### src/rtl/mem_rr_arbiter.sv
// Round-robin arbiter that shares one memory req/ready port among N_REQ requesters, with a watchdog abort.
// Grant lands one cycle after a request; response pulses one cycle after mem_ready/timeout; requesters hold req_valid until served.
`timescale 1ns/1ps
module mem_rr_arbiter #(
    parameter int N_REQ   = 4,
    parameter int ADDR_W  = 32,
    parameter int DATA_W  = 32,
    parameter int TIMEOUT = 16,
    localparam int ID_W   = (N_REQ > 1) ? $clog2(N_REQ) : 1
) (
    input  logic                    clk,
    input  logic                    rst,
    input  logic [N_REQ-1:0]        req_valid,
    input  logic [N_REQ-1:0]        req_we,
    input  logic [N_REQ*ADDR_W-1:0] req_addr,
    input  logic [N_REQ*DATA_W-1:0] req_wdata,
    output logic [N_REQ-1:0]        resp_valid,
    output logic                    resp_err,
    output logic [DATA_W-1:0]       resp_rdata,
    output logic                    mem_req,
    output logic                    mem_we,
    output logic [ADDR_W-1:0]       mem_addr,
    output logic [DATA_W-1:0]       mem_wdata,
    input  logic [DATA_W-1:0]       mem_rdata,
    input  logic                    mem_ready,
    output logic                    busy,
    output logic [ID_W-1:0]         grant_id
);
    localparam int TMR_W = $clog2(TIMEOUT);

    typedef enum logic [1:0] {IDLE, WAIT, RECOVER} state_t;

    state_t           state;
    logic [ID_W-1:0]  rr_ptr;
    logic [TMR_W-1:0] timer;
    logic             pick_vld;
    logic [ID_W-1:0]  pick_id;
    logic [ID_W-1:0]  next_ptr;

    function automatic logic [ID_W-1:0] wrap_idx(input logic [ID_W-1:0] base, input int offs);
        int sum;
        sum = int'(base) + offs;
        if (sum >= N_REQ) sum = sum - N_REQ;
        return ID_W'(sum);
    endfunction

    // First set request at or after rr_ptr, wrapping modulo N_REQ.
    always_comb begin
        pick_vld = 1'b0;
        pick_id  = '0;
        for (int k = 0; k < N_REQ; k++) begin
            if (!pick_vld && req_valid[wrap_idx(rr_ptr, k)]) begin
                pick_vld = 1'b1;
                pick_id  = wrap_idx(rr_ptr, k);
            end
        end
    end

    assign next_ptr = (pick_id == ID_W'(N_REQ - 1)) ? '0 : pick_id + 1'b1;

    always_ff @(posedge clk or posedge rst) begin
        if (rst) begin
            state      <= IDLE;
            rr_ptr     <= '0;
            timer      <= '0;
            grant_id   <= '0;
            mem_req    <= 1'b0;
            mem_we     <= 1'b0;
            mem_addr   <= '0;
            mem_wdata  <= '0;
            resp_valid <= '0;
            resp_err   <= 1'b0;
            resp_rdata <= '0;
            busy       <= 1'b0;
        end else begin
            case (state)
                IDLE: begin
                    if (pick_vld) begin
                        mem_addr  <= req_addr[pick_id*ADDR_W +: ADDR_W];
                        mem_wdata <= req_wdata[pick_id*DATA_W +: DATA_W];
                        mem_we    <= req_we[pick_id];
                        mem_req   <= 1'b1;
                        grant_id  <= pick_id;
                        timer     <= '0;
                        rr_ptr    <= next_ptr;
                        busy      <= 1'b1;
                        state     <= WAIT;
                    end
                end
                WAIT: begin
                    if (mem_ready) begin
                        mem_req    <= 1'b0;
                        mem_we     <= 1'b0;
                        resp_valid <= N_REQ'(1) << grant_id;
                        resp_err   <= 1'b0;
                        resp_rdata <= mem_rdata;
                        state      <= RECOVER;
                    end else if (timer == TMR_W'(TIMEOUT - 1)) begin
                        mem_req    <= 1'b0;
                        mem_we     <= 1'b0;
                        resp_valid <= N_REQ'(1) << grant_id;
                        resp_err   <= 1'b1;
                        resp_rdata <= '0;
                        state      <= RECOVER;
                    end else begin
                        timer <= timer + 1'b1;
                    end
                end
                RECOVER: begin
                    // One dead cycle so memory and the served requester settle before re-arbitration.
                    resp_valid <= '0;
                    resp_err   <= 1'b0;
                    busy       <= 1'b0;
                    state      <= IDLE;
                end
                default: state <= IDLE;
            endcase
        end
    end
endmodule

### config.mk
export PLATFORM = sky130hd
export DESIGN_NAME = mem_rr_arbiter
export DESIGN_NICKNAME = d
export VERILOG_FILES = /design/src/rtl/mem_rr_arbiter.sv
export SDC_FILE = /design/constraint.sdc
export NUM_CORES = 1
export LEC_CHECK = 0
export BUFFER_PORTS_ARGS = -buffer_cell sky130_fd_sc_hd__buf_2
export CAP_MARGIN = 20
export CORE_AREA = 2 2 157 159
export CTS_BUF_LIST = sky130_fd_sc_hd__clkbuf_8
export DETAILED_ROUTE_END_ITERATION = 8
export DIE_AREA = 0 0 159 161
export PLACE_DENSITY_LB_ADDON = 0.2
export SLEW_MARGIN = 0
export SYNTH_ARGS = -nofsm -noshare
export SYNTH_HDL_FRONTEND = slang
export SYNTH_SLANG_ARGS = --single-unit
### constraint.sdc
create_clock -name clk -period 8.2 [get_ports clk]
set_input_delay 0.82 -clock clk [delete_from_list [all_inputs] [get_ports clk]]
set_output_delay 0.82 -clock clk [all_outputs]
set_load 0.02 [all_outputs]
==> results of run 1 <==
synth_stat cells, types with 4 or more instances:
cell type	number
dfrtp_1	114
a21oi_1	71
nand3_1	67
o21ai_0	67
a221o_1	64
mux2_1	53
clkbuf_1	39
a22o_1	32
buf_2	15
nand2_1	12
nor2_1	12
mux2_2	11
buf_1	5
inv_1	5
nand2b_1	5
nor3_1	5
buf_6	4
mux2i_1	4
nor2b_1	4
o21ai_1	4
layer usage:
| layer | up-vias | GRT usage (%) |
|---|---|---|
| met2 | 311 | 33.1 |
| met3 | 41 | 5.37 |
| met5 | - | 0 |
| met4 | 4 | 7.07 |
| met1 | 3244 | 24.5 |
| li1 | 3114 | - |
stage by stage:
| step | hold slack [ns] | cells | utilization, % | cell area (um^2) |
|---|---|---|---|---|
| floorplan | 0.471 | 617 | - | 6240 |
| global placement | 0.452 | 1290 | 35.4 | 8490 |
| detailed placement | 0.452 | 1291 | 35.5 | 8510 |
| CTS | 0.424 | 1322 | 37.3 | 8930 |
| global route | 0.457 | 1328 | 37.3 | 8940 |
| finish | 0.445 | 1328 | 37.3 | 8940 |
where the power goes:
group	switching [mW]	internal, mW
Clock	0.239	0.333
Combinational	0.970	0.616
Sequential	0.159	0.821
logic make-up (layout without fill, tap and decap cells):
logic type	count (synthesis)	in the layout	synth area share, %
flops	114	114	45.7
xor+xnor	1	1	0.140
compound gates	249	249	27.5
buf+inv	70	451	5.06
fa+ha+maj	1	1	0.201
simple gates	114	114	9.17
other cells	0	6	0
mux	68	68	12.2
area by class of cell:
| class | count | area [um^2] |
|---|---|---|
| tap | 324 | 405 |
| fill | 2493 | 15000 |
| sequential | 114 | 2850 |
| timing repair buffer | 414 | 2100 |
| clock inverter | 13 | 170 |
| antenna | 6 | 15.0 |
| clock buffer | 18 | 248 |
| multi-input combinational | 433 | 3120 |
| inverter | 6 | 25.0 |
cell usage in the layout, fill, tap and decap left out, types with 5 or more instances in the layout:
| cell | instances |
|---|---|
| nand2_1 | 12 |
| mux2_1 | 53 |
| buf_2 | 404 |
| mux2_2 | 11 |
| nand2b_1 | 5 |
| a22o_1 | 32 |
| nor2_1 | 11 |
| a21oi_1 | 70 |
| buf_4 | 9 |
| o21ai_0 | 67 |
| nor3_1 | 5 |
| nand3_1 | 67 |
| dfrtp_1 | 114 |
| clkbuf_8 | 18 |
| a221o_1 | 64 |
| inv_1 | 7 |
| diode_2 | 6 |
how the worst min path moves through the flow:
stage | start | end | slack, ns | cells past startpoint
after floorplan | timer[0]$_DFFE_PP0P_ | timer[0]$_DFFE_PP0P_ | 0.47 | 1
after global placement | resp_rdata[28]$_DFFE_PP0P_ | resp_rdata[28]$_DFFE_PP0P_ | 0.45 | 2
after detailed placement | resp_rdata[28]$_DFFE_PP0P_ | resp_rdata[28]$_DFFE_PP0P_ | 0.45 | 2
after CTS | rst | mem_wdata[30]$_DFFE_PP0P_ | 0.42 | 2
after global routing | rst | mem_addr[10]$_DFFE_PP0P_ | 0.46 | 2
final | rst | mem_addr[10]$_DFFE_PP0P_ | 0.45 | 2
critical path, delay by kind of cell:
kind / cells / cell delay (ns)
buf+inv: 1 / 0.13
simple gates: 1 / 0.50
mux: 2 / 0.84
compound gates: 2 / 0.59
flip-flops by register name (all words and copies together) (netlist names):
name / flops
mem_addr: 32
mem_wdata: 32
resp_rdata: 32
resp_valid: 4
timer: 4
grant_id: 2
rr_ptr: 2
state: 2
busy: 1
mem_req: 1
mem_we: 1
resp_err: 1
==> results.ini, run 1 <==
[finish]
nets = 1286
drive_gt1_share_pct = 46.7
synthToLayoutAreaGrowth_pct = 43.4

[timing]
slew_viol_final = 0
clock_skew_ns = 0.0174
rsz0062_at_grt = no
setup_violations = 0
setup-tns-final_ns = 0
layout_setup_ws_ns = 5.52
hold_viol = 0
tightestPinTransition_ns = 1.06
fin_crit_ns = 2.68
fin_crit_sh_pct = 32.6
fmax_ghz = 0.374
relSlewSlack_pct = 29.5

[critical_path]
endpoint_kind = register
r2r-end = mem_addr[0]$_DFFE_PP0P_
path_cells = buf_2, mux2i_1, o22a_2, nand2_4, mux2_1, a221o_1
r2r-start = rr_ptr[1]$_DFFE_PP0P_
critPathLaunch = req_valid[2]
cp_slowest_cell = mux2_1
path_class = in -> reg
reg2regPathDepth = 5
rrSetupSlack_ns = 5.54
worstPathRequired_ns = 8.50
crit_fanout = 67
cp-endpoint = mem_addr[0]$_DFFE_PP0P_
cp-start-kind = input port
cp.arrival_ns = 2.97
cp_slowest_stage_delay_ns = 0.56

[route]
wl_per_cell_um = 19.3
wl_mm = 25.6
dr_total_vias = 6714
route.met3.wl_mm = 1.94
highest_layer = met5
via_per_inst = 5.06
drtAntennaViolNets = 0
drtIter0Drc = 363
wl_met1_mm = 10.5
firstDrtPassIters = 5
drc = 0
route.met2.wl_mm = 12.5

[run]
maxCapViolations = 0

[placement]
portBuffers = 404
hpwl_mm = 18.0
gp_congestion = 0.848
dpl_worst_slack_ns = 5.03

[yosys]
syn_area_per_cell_um2 = 10.1
yosysTopAreaCellShare_pct = 45.7
syn_inst = 617
synth-seq-cells = 114
syn_nets = 917
synth_flop_cell = dfrtp_1
synth_top_cell_by_area = dfrtp_1
synth_area_um2 = 6240
synth_edf_count = 0
async_flop_share_pct = 100
yosysSeqAreaShare_pct = 45.7
synth_area_leaders = dfrtp_1 (46%), a221o_1 (10%), mux2_1 (9.6%)
yosysWarnings = 0
synth.distinct_cells = 39

[clock_network]
cts_buffers = 17
clkSinkCount = 114
clk_pin_slew_ns = 0.07
holdBufCountCts = 0
cts_resized = 0
htreeDepth = 4
cts_max_path_buffers = 2
insertion_delay_ns = 0.43
post_cts_buffers = 0
cts_root_buf = clkbuf_8
cts_tree = done

[floorplan]
die_area_um2 = 25600
core_um2 = 24000
die_h_um = 161
start_util_pct = 26.0
ioPinCount = 405
rows = 57
die_x_um = 159

[global_route]
antenna_found_initial = 8
grt-ovfl-total = 0
grt_pass1_vias = 6846
grt_max_degree = 75
grt_pass1_wl_mm = 39.5
grt_use_total_pct = 19.7

[power_and_ir_drop]
power.density_nw_per_um2 = 351
ir_drop_v = 0.000219
cellLeakagePower_nw = 4.42
total_power_mw = 3.14

[min_path]
hold_class = in -> async

[status]
status = finished clean

(Power assumes the default switching activity.)
==> inputs of run 2 (changes only) <==
==> constraint.sdc (replaced) <==
create_clock -name clk -period 2.2 [get_ports clk]
set_input_delay 0.22 -clock clk [delete_from_list [all_inputs] [get_ports clk]]
set_output_delay 0.22 -clock clk [all_outputs]
set_load 0.02 [all_outputs]
==> run 2 against run 1 <==
Net effect: first-iteration DRC count increased by 0.28%; global-route usage is 0.27 points higher; highest routed layer is now met4; cell area increased by 5.7%; register-to-register slack lost 5.4 ns; critical endpoint is now mem_wdata[22]$_DFFE_PP0P_.
==> results.ini, run 2 (same netlist as run 1, synthesis figures left out) <==
[global_route]
grt_max_degree = 115  ; +53%
antenna_found_initial = 8  ; unchanged
grt_pass1_wl_mm = 39.8  ; +0.84%
grt_use_total_pct = 20.0  ; +0.27 points
grt_pass1_vias = 6863  ; +0.25%
grt-ovfl-total = 0  ; unchanged

[timing]
rsz0062_at_grt = no
fin_crit_sh_pct = 92.1
tightestPinTransition_ns = 0.789  ; -0.268 ns
hold_viol = 0  ; unchanged
setup_violations = 0  ; unchanged
setup-tns-final_ns = 0  ; unchanged
relSlewSlack_pct = 47.4  ; +18 points
fin_crit_ns = 2.03
clock_skew_ns = 0.0192  ; +0.00182 ns
fmax_ghz = 0.494
slew_viol_final = 0  ; unchanged

[clock_network]
cts_max_path_buffers = 2  ; unchanged
holdBufCountCts = 26  ; +26
insertion_delay_ns = 0.44  ; about the same
cts_tree = done
htreeDepth = 4  ; unchanged
cts_resized = 0  ; unchanged
cts_buffers = 17  ; unchanged
post_cts_buffers = 0  ; unchanged
clk_pin_slew_ns = 0.07  ; about the same
cts_root_buf = clkbuf_8
clkSinkCount = 114  ; unchanged

[placement]
gp_congestion = 0.798  ; -5.8%
dpl_cell_area_um2 = 8750  ; +2.8%
hpwl_mm = 18.3  ; +1.6%
portBuffers = 404  ; unchanged
dp.cells = 1304  ; +1.0%

[route]
dr_total_vias = 6859  ; +2.2%
via_per_inst = 5.01  ; -0.97%
drc = 0  ; unchanged
drtAntennaViolNets = 0  ; unchanged
drtIter0Drc = 364  ; +0.28%
wl_mm = 26.3  ; +2.7%
firstDrtPassIters = 4  ; -1
wl_per_cell_um = 19.2  ; -0.45%

[status]
status = finished clean

[power_and_ir_drop]
comb_power_share_pct = 51.8  ; +1.3 points
cellLeakagePower_nw = 4.65  ; +5.0%
power_frac_clock_pct = 17.9  ; -0.3 points
power.density_nw_per_um2 = 1270  ; +260%
switching_power_mw = 5.17  ; +280%
seqPwrFrac_pct = 30.3  ; -0.9 points
ir_drop_v = 0.000455  ; +110%
power_switching_share_pct = 43.0  ; -0.63 points
p_int_mw = 6.86  ; +290%
total_power_mw = 12.0  ; +280%

[floorplan]
core_um2 = 24000  ; unchanged
rows = 57  ; unchanged
die_area_um2 = 25600  ; unchanged
ioPinCount = 405  ; unchanged
die_x_um = 159  ; unchanged
start_util_pct = 26.0  ; unchanged
die_h_um = 161  ; unchanged

[finish]
reg_top3 = mem_addr (32), mem_wdata (32), resp_rdata (32)
mostFrequentLayoutCells = buf_2 (404), dfrtp_1 (114), a21oi_1 (70)
fin_util_pct = 39.4  ; +2.1 points
layout_commonest_cell = buf_2
synthToLayoutAreaGrowth_pct = 51.5
finalNonFillerCells = 1370  ; +3.2%
drive_gt1_share_pct = 46.2  ; -0.50 points
design_area_um2 = 9450  ; +5.7%
nets = 1325  ; +3.0%

[critical_path]
cp-start-kind = register
cp.arrival_ns = 2.34  ; -0.63 ns
worstPathRequired_ns = 2.51  ; -5.99 ns
crit_fanout = 30  ; -55%
endpoint_kind = register
path_class = reg -> reg

[min_path]
hold_class = in -> reg

[run]
maxCapViolations = 0  ; unchanged

[run 2: layer usage]
metal	routed length (um)	vias up	share of wire (%)	global-route usage [%]
met5	0	-	0	0
met4	556	0	2.1	7.73
met2	13300	284	51	34.8
met1	10600	3344	40	23.8
li1	-	3202	-	-
met3	1840	29	7.0	5.14
[run 2: power by group through the flow]
stage,sequential (mW),clock [mW],combinational [mW]
final,3.65,2.15,6.23
after global routing,3.78,2.33,6.71
after CTS,3.64,2.24,6.30
after detailed placement,3.64,0,6.28
after global placement,3.66,0,6.24
after floorplan,4.74,0,2.80
[run 2: worst paths after layout]
path	start	to	slack (ns)	cells after the start
max	rr_ptr[1]$_DFFE_PP0P_	mem_wdata[22]$_DFFE_PP0P_	0.17	6
min	mem_rdata[28]	resp_rdata[28]$_DFFE_PP0P_	0.04	3
max reg2reg	rr_ptr[1]$_DFFE_PP0P_	mem_wdata[22]$_DFFE_PP0P_	0.17	6
min reg2reg	resp_rdata[28]$_DFFE_PP0P_	resp_rdata[28]$_DFFE_PP0P_	0.47	2
max in group asynchronous	rst	mem_addr[2]$_DFFE_PP0P_	1.12	4
min in group asynchronous	rst	mem_addr[11]$_DFFE_PP0P_	0.45	4
[run 2: per-stage QoR]
stage	setup WS, ns	hold WS, ns
2_1_floorplan	0.219	0.353
3_5_place_dp	0.159	0.439
6_report	0.174	0.0362
5_1_grt	0.0437	0.0192
4_1_cts	0.164	0.00198
3_3_place_gp	0.177	0.448
[run 2: critical path: stages, from the launching register on]
cell     delay [ns]
dfrtp_1        0.41
nand2_1        0.14
o22a_2         0.29
nand2_4        0.10
buf_12         0.22
mux2_1         0.38
a221o_1        0.33
[run 2: cell type report]
type | count | area, um^2
Fill cell | 2437 | 14500
Multi-Input combinational cell | 433 | 3120
Sequential cell | 114 | 2850
Timing Repair Buffer | 453 | 2610
Tap cell | 324 | 405
Clock buffer | 18 | 248
Clock inverter | 13 | 170
Inverter | 6 | 26.3
Antenna cell | 9 | 22.5
==> inputs of run 3 (changes only) <==
--- a/config.mk
+++ b/config.mk
@@ -5,12 +5,12 @@
 export SDC_FILE = /design/constraint.sdc
 export NUM_CORES = 1
 export LEC_CHECK = 0
-export BUFFER_PORTS_ARGS = -buffer_cell sky130_fd_sc_hd__buf_2
 export CAP_MARGIN = 20
 export CORE_AREA = 2 2 157 159
 export CTS_BUF_LIST = sky130_fd_sc_hd__clkbuf_8
 export DETAILED_ROUTE_END_ITERATION = 8
 export DIE_AREA = 0 0 159 161
+export DONT_BUFFER_PORTS = 1
 export PLACE_DENSITY_LB_ADDON = 0.2
 export SLEW_MARGIN = 0
 export SYNTH_ARGS = -nofsm -noshare
==> run 3 against run 2 <==
Net effect: die area unchanged; via count down 18%; core utilization down 7.7 points; register-to-register slack worse by 0.06 ns; cell count down 28%; critical path depth unchanged; critical endpoint is now mem_addr[20]$_DFFE_PP0P_; largest power group is now sequential cells.
==> results.ini, run 3 (same netlist as run 1, synthesis figures left out) <==
[clock_network]
clkSinkCount = 114  ; unchanged
insertion_delay_ns = 0.44  ; about the same
cts_buffers = 17  ; unchanged
cts_max_path_buffers = 2  ; unchanged
clk_pin_slew_ns = 0.09  ; +0.02 ns
cts_root_buf = clkbuf_8
htreeDepth = 4  ; unchanged
cts_tree = done

[finish]
mostFrequentLayoutCells = dfrtp_1 (114), a21oi_1 (70), nand3_1 (67)
reg_top3 = mem_addr (32), mem_wdata (32), resp_rdata (32)
nets = 943  ; -29%
nFillCells = 2512  ; +3.1%
multiInputGateArea_um2 = 3140  ; +0.60%
synthToLayoutAreaGrowth_pct = 22.1
layout_commonest_cell = dfrtp_1
drive_gt1_share_pct = 13.0  ; -33 points
regArea_um2 = 2850  ; unchanged

[power_and_ir_drop]
cellLeakagePower_nw = 3.07  ; -34%
power.density_nw_per_um2 = 1440  ; +13%
ir_drop_v = 0.000455  ; about the same

[route]
dr_total_vias = 5601  ; -18%
wl_per_cell_um = 24.7  ; +29%
wl_mm = 24.4  ; -7.3%
drtAntennaViolNets = 0  ; unchanged
drtIter0Drc = 348  ; -4.4%
firstDrtPassIters = 4  ; unchanged
via_per_inst = 5.67  ; +13%
drc = 0  ; unchanged

[critical_path]
cp-endpoint = mem_addr[20]$_DFFE_PP0P_
critPathLaunch = rr_ptr[1]$_DFFE_PP0P_
crit_fanout = 29  ; -3.3%
cp.arrival_ns = 2.39  ; +0.05 ns
path_class = reg -> reg
cp-start-kind = register
endpoint_kind = register
r2r-end = mem_addr[20]$_DFFE_PP0P_
r2r-start = rr_ptr[1]$_DFFE_PP0P_
reg2regPathDepth = 6  ; unchanged
rrSetupSlack_ns = 0.11  ; -0.06 ns
worstPathRequired_ns = 2.51  ; about the same

[timing]
relSlewSlack_pct = 57.1  ; +9.7 points
clock_skew_ns = 0.0150  ; -0.00420 ns
fmax_ghz = 0.480  ; -2.8%
fin_crit_sh_pct = 94.8  ; +2.7 points
slew_viol_final = 0  ; unchanged
rsz0062_at_grt = no
hold-worst-slack_ns = 0.0417  ; +0.00549 ns
tightestPinTransition_ns = 0.644  ; -0.145 ns
hold_viol = 0  ; unchanged
fin_crit_ns = 2.09  ; +0.0591 ns
setup_violations = 0  ; unchanged
layout_setup_ws_ns = 0.115  ; -0.0591 ns

[placement]
dpl_worst_slack_ns = -0.0412  ; -0.200 ns
portBuffers = 0  ; -100%
hpwl_mm = 17.0  ; -7.3%
gp_congestion = 0.831  ; +4.1%

[min_path]
hold_class = in -> reg
worstHoldPathCells = 2  ; -1

[floorplan]
start_util_pct = 26.0  ; unchanged
ioPinCount = 405  ; unchanged
core_um2 = 24000  ; unchanged
die_h_um = 161  ; unchanged
rows = 57  ; unchanged
die_x_um = 159  ; unchanged
die_area_um2 = 25600  ; unchanged

[status]
status = finished clean

[global_route]
grt_pass1_vias = 5843  ; -15%
antenna_found_initial = 8  ; unchanged
grt_max_degree = 115  ; unchanged
grt_pass1_wl_mm = 36.0  ; -9.7%
grt-ovfl-total = 0  ; unchanged
grt_use_total_pct = 18.2  ; -1.8 points

[run]
maxCapViolations = 0  ; unchanged

run 3: critical path, stage by stage (launching register included):
cell and delay, ns:
dfrtp_1 0.46, nand2_2 0.16, o22a_2 0.29, nand2_4 0.13, buf_12 0.22, mux2_1 0.35, a221o_1 0.33
run 3: routing by layer:
layer	GRT usage, %	vias up	routed length [um]	part of all wire [%]
met5	0	-	13	0.053
met4	6.86	2	492	2.0
met3	5.73	31	2150	8.8
met2	30.7	356	12300	51
met1	21.9	2772	9370	38
li1	-	2440	-	-
run 3: cell type report:
cell class	count	share of cell area, %
tap	324	5.32
antenna	8	0.263
timing repair buffer	70	10.4
sequential	114	37.5
multi-input combinational	434	41.2
clock inverter	14	1.87
inverter	6	0.345
clock buffer	17	3.07
run 3: worst min-delay path by stage:
| stage | startpoint | end |
|---|---|---|
| finish | req_wdata[73] | mem_wdata[9]$_DFFE_PP0P_ |
| floorplan | mem_ready | resp_rdata[28]$_DFFE_PP0P_ |
| detailed placement | rst | mem_addr[8]$_DFFE_PP0P_ |
| global placement | rst | mem_addr[4]$_DFFE_PP0P_ |
| CTS | req_wdata[124] | mem_wdata[28]$_DFFE_PP0P_ |
| global route | req_wdata[119] | mem_wdata[23]$_DFFE_PP0P_ |
run 3: per-stage QoR:
step	utilization [%]	area [um^2]	total power [mW]	instances	setup TNS, ns
after detailed placement	28.2	6750	8.91	905	-0.0501
after global placement	28.2	6750	8.81	905	0
after global routing	31.8	7610	11.7	986	0
final	31.8	7610	11.0	987	0
after floorplan	-	6240	7.54	617	0
after CTS	31.5	7540	11.0	977	0
run 3: report_power, final:
part	switching [mW]	internal (mW)
logic	2.06	1.87
clock network	0.962	0.996
registers	2.02	3.05
total	5.04	5.92
run 3: what timing repair did:
action / CTS / global route
pin swaps: 0 / 2
endpoints found under the hold margin: 153 / 0
setup buffers: 0 / 1
setup endpoints to repair: 2 / 25
hold buffers: 41 / 0
resized for setup: 1 / 6
cloned: 0 / 1
